==> src/rtl/md_stall_ctrl.sv <==
// Multiply/divide unit occupancy tracker: holds the D stage on HI/LO users
// while a mult/div is in flight, and counts the stalled cycles.
module md_stall_ctrl #(
  parameter int unsigned MULT_CYCLES = 5,
  parameter int unsigned DIV_CYCLES  = 10
) (
  input  logic        clk,
  input  logic        reset,
  input  logic        d_hilo_use,
  input  logic [1:0]  e_md_op,
  output logic        stall_d,
  output logic        md_issue,
  output logic        md_busy,
  output logic [1:0]  md_kind,
  output logic [3:0]  md_remaining,
  output logic [31:0] stall_cycles
);

  typedef enum logic [1:0] {
    IDLE     = 2'd0,
    RUN_MULT = 2'd1,
    RUN_DIV  = 2'd2
  } state_t;

  localparam logic [3:0] MULT_LOAD = 4'(MULT_CYCLES);
  localparam logic [3:0] DIV_LOAD  = 4'(DIV_CYCLES);

  state_t     state;
  logic [3:0] cnt;
  logic       op_mult;
  logic       op_div;

  // Reserved encoding 11 falls through both decodes and is treated as no-op.
  assign op_mult = (e_md_op == 2'b01);
  assign op_div  = (e_md_op == 2'b10);

  assign md_issue     = !reset && (state == IDLE) && (op_mult || op_div);
  assign stall_d      = !reset && d_hilo_use && (md_busy || md_issue);
  assign md_remaining = cnt;

  always_ff @(posedge clk) begin
    if (reset) begin
      state   <= IDLE;
      cnt     <= 4'd0;
      md_busy <= 1'b0;
      md_kind <= 2'b00;
    end else begin
      case (state)
        IDLE: begin
          if (op_mult) begin
            state   <= RUN_MULT;
            cnt     <= MULT_LOAD;
            md_busy <= 1'b1;
            md_kind <= 2'b01;
          end else if (op_div) begin
            state   <= RUN_DIV;
            cnt     <= DIV_LOAD;
            md_busy <= 1'b1;
            md_kind <= 2'b10;
          end
        end
        default: begin
          // Ops presented while running are ignored; the stall keeps them in E.
          if (cnt <= 4'd1) begin
            state   <= IDLE;
            cnt     <= 4'd0;
            md_busy <= 1'b0;
            md_kind <= 2'b00;
          end else begin
            cnt <= cnt - 4'd1;
          end
        end
      endcase
    end
  end

  always_ff @(posedge clk) begin
    if (reset) begin
      stall_cycles <= 32'd0;
    end else if (stall_d && (stall_cycles != 32'hFFFF_FFFF)) begin
      stall_cycles <= stall_cycles + 32'd1;
    end
  end

endmodule

==> config.mk <==
export PLATFORM = sky130hd
export DESIGN_NAME = md_stall_ctrl
export DESIGN_NICKNAME = d
export VERILOG_FILES = /design/src/rtl/md_stall_ctrl.sv
export SDC_FILE = /design/constraint.sdc
export NUM_CORES = 1
export LEC_CHECK = 0
export CAP_MARGIN = 20
export CORE_MARGIN = 10
export CORE_UTILIZATION = 45
export CTS_CLUSTER_SIZE = 16
export DETAILED_ROUTE_END_ITERATION = 6
export PLACE_DENSITY = 0.81
export SYNTH_ARGS = -nofsm -noshare
export SYNTH_HDL_FRONTEND = slang
export SYNTH_SLANG_ARGS = --single-unit
==> constraint.sdc <==
create_clock -name clk -period 2.63 [get_ports clk]
set_input_delay 0.526 -clock clk [delete_from_list [all_inputs] [get_ports clk]]
set_output_delay 0.526 -clock clk [all_outputs]
set_load 0.01 [all_outputs]
# Word level (Yosys, flattened, before mapping)
# Cells that the tools add are included.
[totals]
reg_bits = 39
in_bits = 5
output_inout_bits = 41
elab_cells = 34
[classes]
add_sub_neg = 2
n_lt_le_gt_ge = 1
n_eq_ne = 4
mux = 12
n_reduce_logical = 11
[op_table]
columns = ["cell", "n"]
rows = [
  ["$add A32 B1 Y32 const B", 1],
  ["$ne A32 B32 Y1 const B", 1],
  ["$mux W4", 4],
  ["$mux W2", 4],
  ["$logic_and A1 B1 Y1", 5],
  ["$le A4 B1 Y1 const B", 1],
  ["$mux W1", 4],
  ["$sub A4 B1 Y4 const B", 1],
  ["$ne A3 B3 Y1 const B", 1],
  ["$eq A2 B1 Y1 const B", 1],
  ["$eq A2 B2 Y1 const B", 1],
  ["$logic_not A2 Y1", 1],
  ["$logic_or A1 B1 Y1", 2],
  ["$reduce_and A2 Y1", 1],
  ["$reduce_bool A2 Y1", 1],
  ["$logic_not A1 Y1", 1],
]

# Logic depth before layout (Yosys ltp)
# Gate-level depths: netlist (run 1).
[logic_depth]
depth_word = 6
depth_mapped = 9

# Worst setup path before layout (run 1)
# Ideal clock, no wire load.
[synth_path]
path_type = "input to register"
startpoint = "in e_md_op[1]"
endpoint = "reg stall_cycles[13]"
setup_time_ns = 0.070
arrival_ns = 2.533
required_ns = 2.560
path_slack_ns = 0.026
path_stages = 7
path_buffers = 0
cell_sequence = "inv_1 ha_1 or3_4 a2111oi_4 nand2_2 or4_2 a21oi_1"
[synth_via]
elab_chain_len = 6
word_cells_on_any_way = 7
cone_classes = "eq/ne: 2; reduce/logical: 5"
[synth_lines]
columns = ["element", "line", "text"]
rows = [
  ["from (decl)", "10", "input logic [1:0] e_md_op,"],
  ["$eq A2 B1 Y1 or $eq A2 B2 Y1 (tied branches)", "34, 35", ""],
  ["$logic_or A1 B1 Y1 *", "37", "assign md_issue = !reset && (state == IDLE) && (op_mult || op_div);"],
  ["$logic_and A1 B1 Y1 *", "37", ""],
  ["$logic_or A1 B1 Y1 *", "38", "assign stall_d = !reset && d_hilo_use && (md_busy || md_issue);"],
  ["$logic_and A1 B1 Y1 *", "38", ""],
  ["$logic_and A1 B1 Y1 *", "80", "end else if (stall_d && (stall_cycles != 32'hFFFF_FFFF)) begin"],
  ["to (signal assigned)", "81", "stall_cycles <= stall_cycles + 32'd1;"],
  ["to (decl)", "16", "output logic [31:0] stall_cycles"],
]
# Mark *: on every way between the ends. The rest lies on a longest branch, timed or not.
# A chain may end at the register's enable or synchronous reset.

# Worst setup path in the final report (run 1)
[layout_path]
startpoint = "in e_md_op[0]"
endpoint = "reg stall_cycles[31]"
# Same word-level chain as after synthesis.

==> flow_summary.ini, run 1 <==
[run_status]
outcome = complete, no violations

[cts]
cts_root_buf = clkbuf_8
htree_levels = 2
clk_pin_slew_worst_paths_ns = 0.08
cts_sinks = 39
holdBufCountCts = 0
clockBufferDepth = 2
clkLatencyLatePin_ns = 0.29
cts_tree = yes
cts_inserted_buffers = 5

[logic_synthesis]
synth_seq_area_share = 0.383
ys_ff_latch = 39
syn_area_per_cell_um2 = 8.18
synth_edf_count = 0
synth_area_um2 = 2040
synth_top_flop_cell = dfxtp_1
ys_types = 41
async_reset_ff_frac = 0
synth_nets = 258
yosysWarnings = 0
syn_inst = 249

[floorplan]
core_area_um2 = 4380
initial_core_util = 0.465
die_area_um2 = 7620
fp-row-count = 24
die_height_um = 87.3
fp.dieW_um = 87.3
ios = 46

[drt]
dr.pass1.iters = 4
drt_wl_total_um = 5450
drc = 0
wl_per_cell_um = 15.1
ant_nets = 0
vias_per_cell = 5.74
drtIter0Drc = 216
dr_total_vias = 2072

[run]
cap_violations = 0

[power]
p_int_mw = 0.997
pwr-share-clk = 0.391
p_total_mw = 1.32
switching_share = 0.244
p_per_area_nw_per_um2 = 473
power.switching_mw = 0.322
power.leakage_nw = 0.921
combPwrFrac = 0.135
power_frac_seq = 0.474
peakVddDrop_mv = 0.262

[global_routing]
met2_usage = 0.238
use_met3 = 0.0290
grt_max_degree = 42
grt_util_all_layers = 0.146
use_met1 = 0.180
antenna_found_initial = 0
first_global_vias = 1946
overflow = 0
grt_pass1_wl_um = 9360
grt_busiest_layer = met2

[setup_path]
cp_data_arrival_time_ns = 2.79
endpoint_kind = register
setup.worst_path.class = in -> reg
crit_fanout = 8
worstPathCellList = dlygate4sd2_1 > ha_4 > or3_4 > a2111oi_4 > nand2_2 > buf_6 > or4_4 > a21oi_2
critPathLaunch = e_md_op[0]
cp_top_family = simple AND/OR/NAND/NOR gates
slowest_delay_ns = 0.51
slowest_stage = or4_4
r2r_start = stall_cycles[0]
crit_required_ns = 2.86
worst_setup_path_start_kind = input port
crit_buf_inv = 2

[worst_hold_path]
holdCritStartpoint = stall_cycles[19]
hold_path_class = reg -> reg

[cells_and_area]
nFillCells = 368
n_antenna_cell = 0
fin_util = 0.636
drive_gt1_frac = 0.139
synthToLayoutAreaGrowth_pct = 36.9
nNetsFinal = 317

[timing]
finalMaxSlewViolations = 0
fmax_mhz = 391
slew-limit-headroom = 0.543
period_needed_ns = 2.56
finalHoldViolCount = 0
setup_viol_count_final = 0
skew_ns = 0.00585
finalCritPeriodShare = 0.973
grt_setup_unrepaired = yes
worstMarginPinSlew_ns = 0.678

[placed_design]
port_buffers = 45
gp_congestion = 0.828
dpl.hpwl_um = 3840
==> cells in the final DEF, fill, tap and decap left out, types with 2 or more instances in the layout <==
master	instances
nand2b_1	4
a21oi_2	3
nor3_1	5
xor2_1	3
buf_6	3
clkdlybuf4s50_1	41
nand4_1	8
nand2_1	18
inv_1	11
or4_4	2
o21ai_0	15
clkbuf_8	6
a21oi_1	27
o31ai_1	16
or3_1	11
or4_1	8
and3_1	2
nand3_1	11
and4_1	4
a31oi_1	2
dfxtp_1	39
mux2_2	2
and2_1	3
buf_4	14
ha_1	3
nor2b_1	3
or4_2	2
dlygate4sd2_1	4
or3_4	2
nor2_1	19
==> cell usage after synthesis, types with 2 or more instances <==
cell type	n	area, µm²
a21oi_1	30	150
a31oi_1	2	12.5
and2_1	3	18.8
and3_1	2	12.5
and4_1	4	35.0
buf_2	2	10.0
clkbuf_1	6	22.5
dfxtp_1	39	781
ha_1	4	50.1
inv_1	12	45.0
mux2_2	2	22.5
nand2_1	18	67.6
nand2b_1	4	25.0
nand3_1	11	55.1
nand4_1	8	50.1
nor2_1	19	71.3
nor2b_1	3	18.8
nor3_1	5	25.0
o21ai_0	15	75.1
o31ai_1	16	120
or3_1	11	68.8
or3_4	2	22.5
or4_1	10	75.1
or4_2	2	17.5
xor2_1	3	26.3
==> cell families after synthesis <==
logic type,after synthesis,synth area share
xor+xnor,4,0.0172
flops,39,0.383
buf+inv,22,0.0455
compound gates,68,0.206
fa+ha+maj,4,0.0246
simple gates,109,0.308
mux,3,0.0160
==> registers in the layout, indices dropped and copies added, names as in the netlist <==
register,count
stall_cycles,32
md_remaining,4
state,2
md_busy,1
==> path summary, 6_finish.rpt <==
| path | end | slack, ns | cells past startpoint |
|---|---|---|---|
| worst max-delay path | stall_cycles[31] | 0.07 | 8 |
| worst min-delay path | stall_cycles[19] | 0.52 | 2 |
| worst max register to register | stall_cycles[28] | 0.20 | 6 |
| worst min register to register | stall_cycles[19] | 0.52 | 2 |
==> through the flow <==
step                setup slack (ns)  TNS (ns)  cell area (µm²)  hold WS, ns  cells
floorplan                     0.0264         0             2040        0.504    249
global placement              -0.492     -9.50             2600        0.490    349
detailed placement            -0.543     -9.96             2600        0.495    349
CTS                           0.0733         0             2770        0.506    361
global route                 -0.0104   -0.0104             2790        0.547    361
finish                        0.0699         0             2790        0.517    361
==> per-layer routing <==
layer | share of wire | wire length (µm) | vias up
met1 | 0.44 | 2390 | 975
met3 | 0.040 | 220 | 9
met4 | 0.019 | 102 | 0
met2 | 0.50 | 2740 | 46
li1 | - | - | 1042
met5 | 0 | 0 | -
==> power by group through the flow <==
stage                     combinational, mW  sequential [mW]  clock [mW]
after floorplan                      0.0967            0.643           0
after global placement                0.170            0.639           0
after detailed placement              0.173            0.639           0
after CTS                             0.179            0.626       0.521
after global routing                  0.198            0.629       0.543
final                                 0.178            0.625       0.516
==> repair_timing <==
item | CTS | global route
setup endpoints to repair | 19 | 4
gates resized for setup | 9 | 5
setup buffers | 4 | 0
pin swaps | 4 | 7
==> final cells by class <==
class | instances | area (µm²) | share of cell area
multi-input combinational | 188 | 1190 | 0.429
sequential | 39 | 781 | 0.280
timing repair buffer | 62 | 584 | 0.210
clock buffer | 6 | 82.6 | 0.0296
tap | 52 | 65.1 | 0.0233
inverter | 12 | 45.0 | 0.0162
clock inverter | 2 | 35.0 | 0.0126
==> worst register-to-register path, delay by kind of cell (launching register included) <==
family	cells	cell delay, ns
simple gates	4	1.50
flops	1	0.45
fa+ha+maj	1	0.28
compound gates	1	0.15
Note: power is estimated with default switching activity, not from simulation.
==> run 2, diff against run 1 <==
CAP_MARGIN = not set   (was 20)
CORE_UTILIZATION = 47   (was 45)
CTS_BUF_LIST = sky130_fd_sc_hd__clkbuf_4 sky130_fd_sc_hd__clkbuf_8   (was not set)
PLACE_DENSITY = 0.83   (was 0.81)
==> run 2 against run 1 <==
Routed wire length about the same. Utilization up 5.6 points. Flip-flop and latch count unchanged. Via count up 1.4%. Clock skew up 0.0048 ns. Critical path depth down 2. Non-clock buffer count up 5. Critical endpoint is now stall_d. Largest power group unchanged.
==> flow_summary.ini, run 2 (same netlist as run 1, synthesis figures left out) <==
[power]
p_per_area_nw_per_um2 = 470
power.leakage_nw = 0.939
peakVddDrop_mv = 0.240

[timing]
finalHoldViolCount = 0
skew_ns = 0.0107
finalMaxSlewViolations = 0
setup_viol_count_final = 0
worstMarginPinSlew_ns = 0.669
period_needed_ns = 2.54
fmax_mhz = 394
finalCritPeriodShare = 0.965
slew-limit-headroom = 0.550
grt_setup_unrepaired = no
timing.hold.ws_ns = 0.511

[drt]
wl_per_cell_um = 15.0
vias_per_cell = 5.77
drc = 0
drtIter0Drc = 129
dr_total_vias = 2100
dr.pass1.iters = 4
ant_nets = 0
drt_wl_total_um = 5440

[setup_path]
cp_data_arrival_time_ns = 2.01
crit_fanout = 3
slowest_delay_ns = 0.39
crit_buf_inv = 3
crit_required_ns = 2.10
cp_top_family = buffers and inverters
endpoint_kind = output pin
setup.worst_path.class = in -> out
slowest_stage = or3_4
worst_setup_path_start_kind = input port
worstPathCellList = dlygate4sd2_1 > ha_4 > or3_4 > a21o_1 > inv_1 > clkdlybuf4s15_2

[placed_design]
gp_congestion = 0.807
dp.cells = 351
dpl.hpwl_um = 3840
port_buffers = 45

[cells_and_area]
drive_gt1_frac = 0.153
regArea_um2 = 781
nNetsFinal = 322
final_cells = 364
fin_util = 0.691
nFillCells = 328
n_antenna_cell = 0
mostFrequentLayoutCell = clkdlybuf4s50_1
largest-register = stall_cycles
final_cell_mix = 41 x clkdlybuf4s50_1, 39 x dfxtp_1, 28 x a21oi_1
multi_input_area_um2 = 1190
synthToLayoutAreaGrowth_pct = 38.7
largest_reg_flops = 32

[cts]
cts_tree = yes
clockBufferDepth = 2
cts_sinks = 39
clk_pin_slew_worst_paths_ns = 0.07
clkLatencyLatePin_ns = 0.29
cts_root_buf = clkbuf_8
holdBufCountCts = 0
cts_inserted_buffers = 5
htree_levels = 2

[floorplan]
fp-row-count = 23
fp.dieW_um = 85.8
die_height_um = 85.8
die_area_um2 = 7370
ios = 46
initial_core_util = 0.498
core_area_um2 = 4090

[global_routing]
first_global_vias = 1979
grt_max_degree = 42
grt_pass1_wl_um = 9140
overflow = 0
antenna_found_initial = 0
grt_util_all_layers = 0.144

[run]
cap_violations = 0

[worst_hold_path]
hold_path_class = reg -> reg

[run_status]
outcome = complete, no violations
## run 2: power breakdown
group,internal [mW],leakage (nW),switching (mW)
Clock,0.307,0.0612,0.213
Sequential,0.606,0.315,0.0169
Combinational,0.0863,0.562,0.0988
## run 2: final timing paths
kind	from	endpoint	slack, ns	depth (start not counted)
max	e_md_op[0]	stall_d	0.09	6
min	md_busy	md_busy	0.51	2
max reg2reg	stall_cycles[1]	stall_cycles[26]	0.32	7
min reg2reg	md_busy	md_busy	0.51	2
## run 2: per-layer routing
| layer | vias to the layer above | wire, µm | track usage |
|---|---|---|---|
| met2 | 48 | 2690 | 0.249 |
| met3 | 8 | 299 | 0.0454 |
| li1 | 1053 | - | - |
| met4 | 0 | 65 | 0.0419 |
| met1 | 991 | 2390 | 0.166 |
| met5 | - | 0 | 0 |
## run 2: repair_timing
item                       4_1_cts  5_1_grt
setup endpoints to repair       18        6
pin swaps                        8        0
buffers inserted                 5        0
resized for setup               15        1
## run 2: area by class of cell
type	instances	area share
clock buffers	6	0.0292
multi-input cells	188	0.423
well taps	50	0.0221
repair buffers	67	0.221
inverters	12	0.0159
clock inverters	2	0.0124
flip-flops and latches	39	0.276
## run 2: worst reg2reg max path: stages (launching register included)
cell and delay [ns]:
dfxtp_1 0.43, ha_1 0.26, and2_1 0.19, nand4_1 0.14
buf_4 0.19, or4_4 0.55, or3_1 0.32, a21oi_1 0.15
## run 2: metrics by stage
stage                     total power [mW]  instance area (µm²)  TNS (ns)  setup WS, ns
after global routing                  1.37                 2830         0        0.0351
after floorplan                      0.740                 2040         0        0.0264
after CTS                             1.33                 2820         0         0.126
final                                 1.33                 2830         0        0.0915
after global placement               0.815                 2630     -9.06        -0.497
after detailed placement             0.819                 2630     -9.98        -0.568
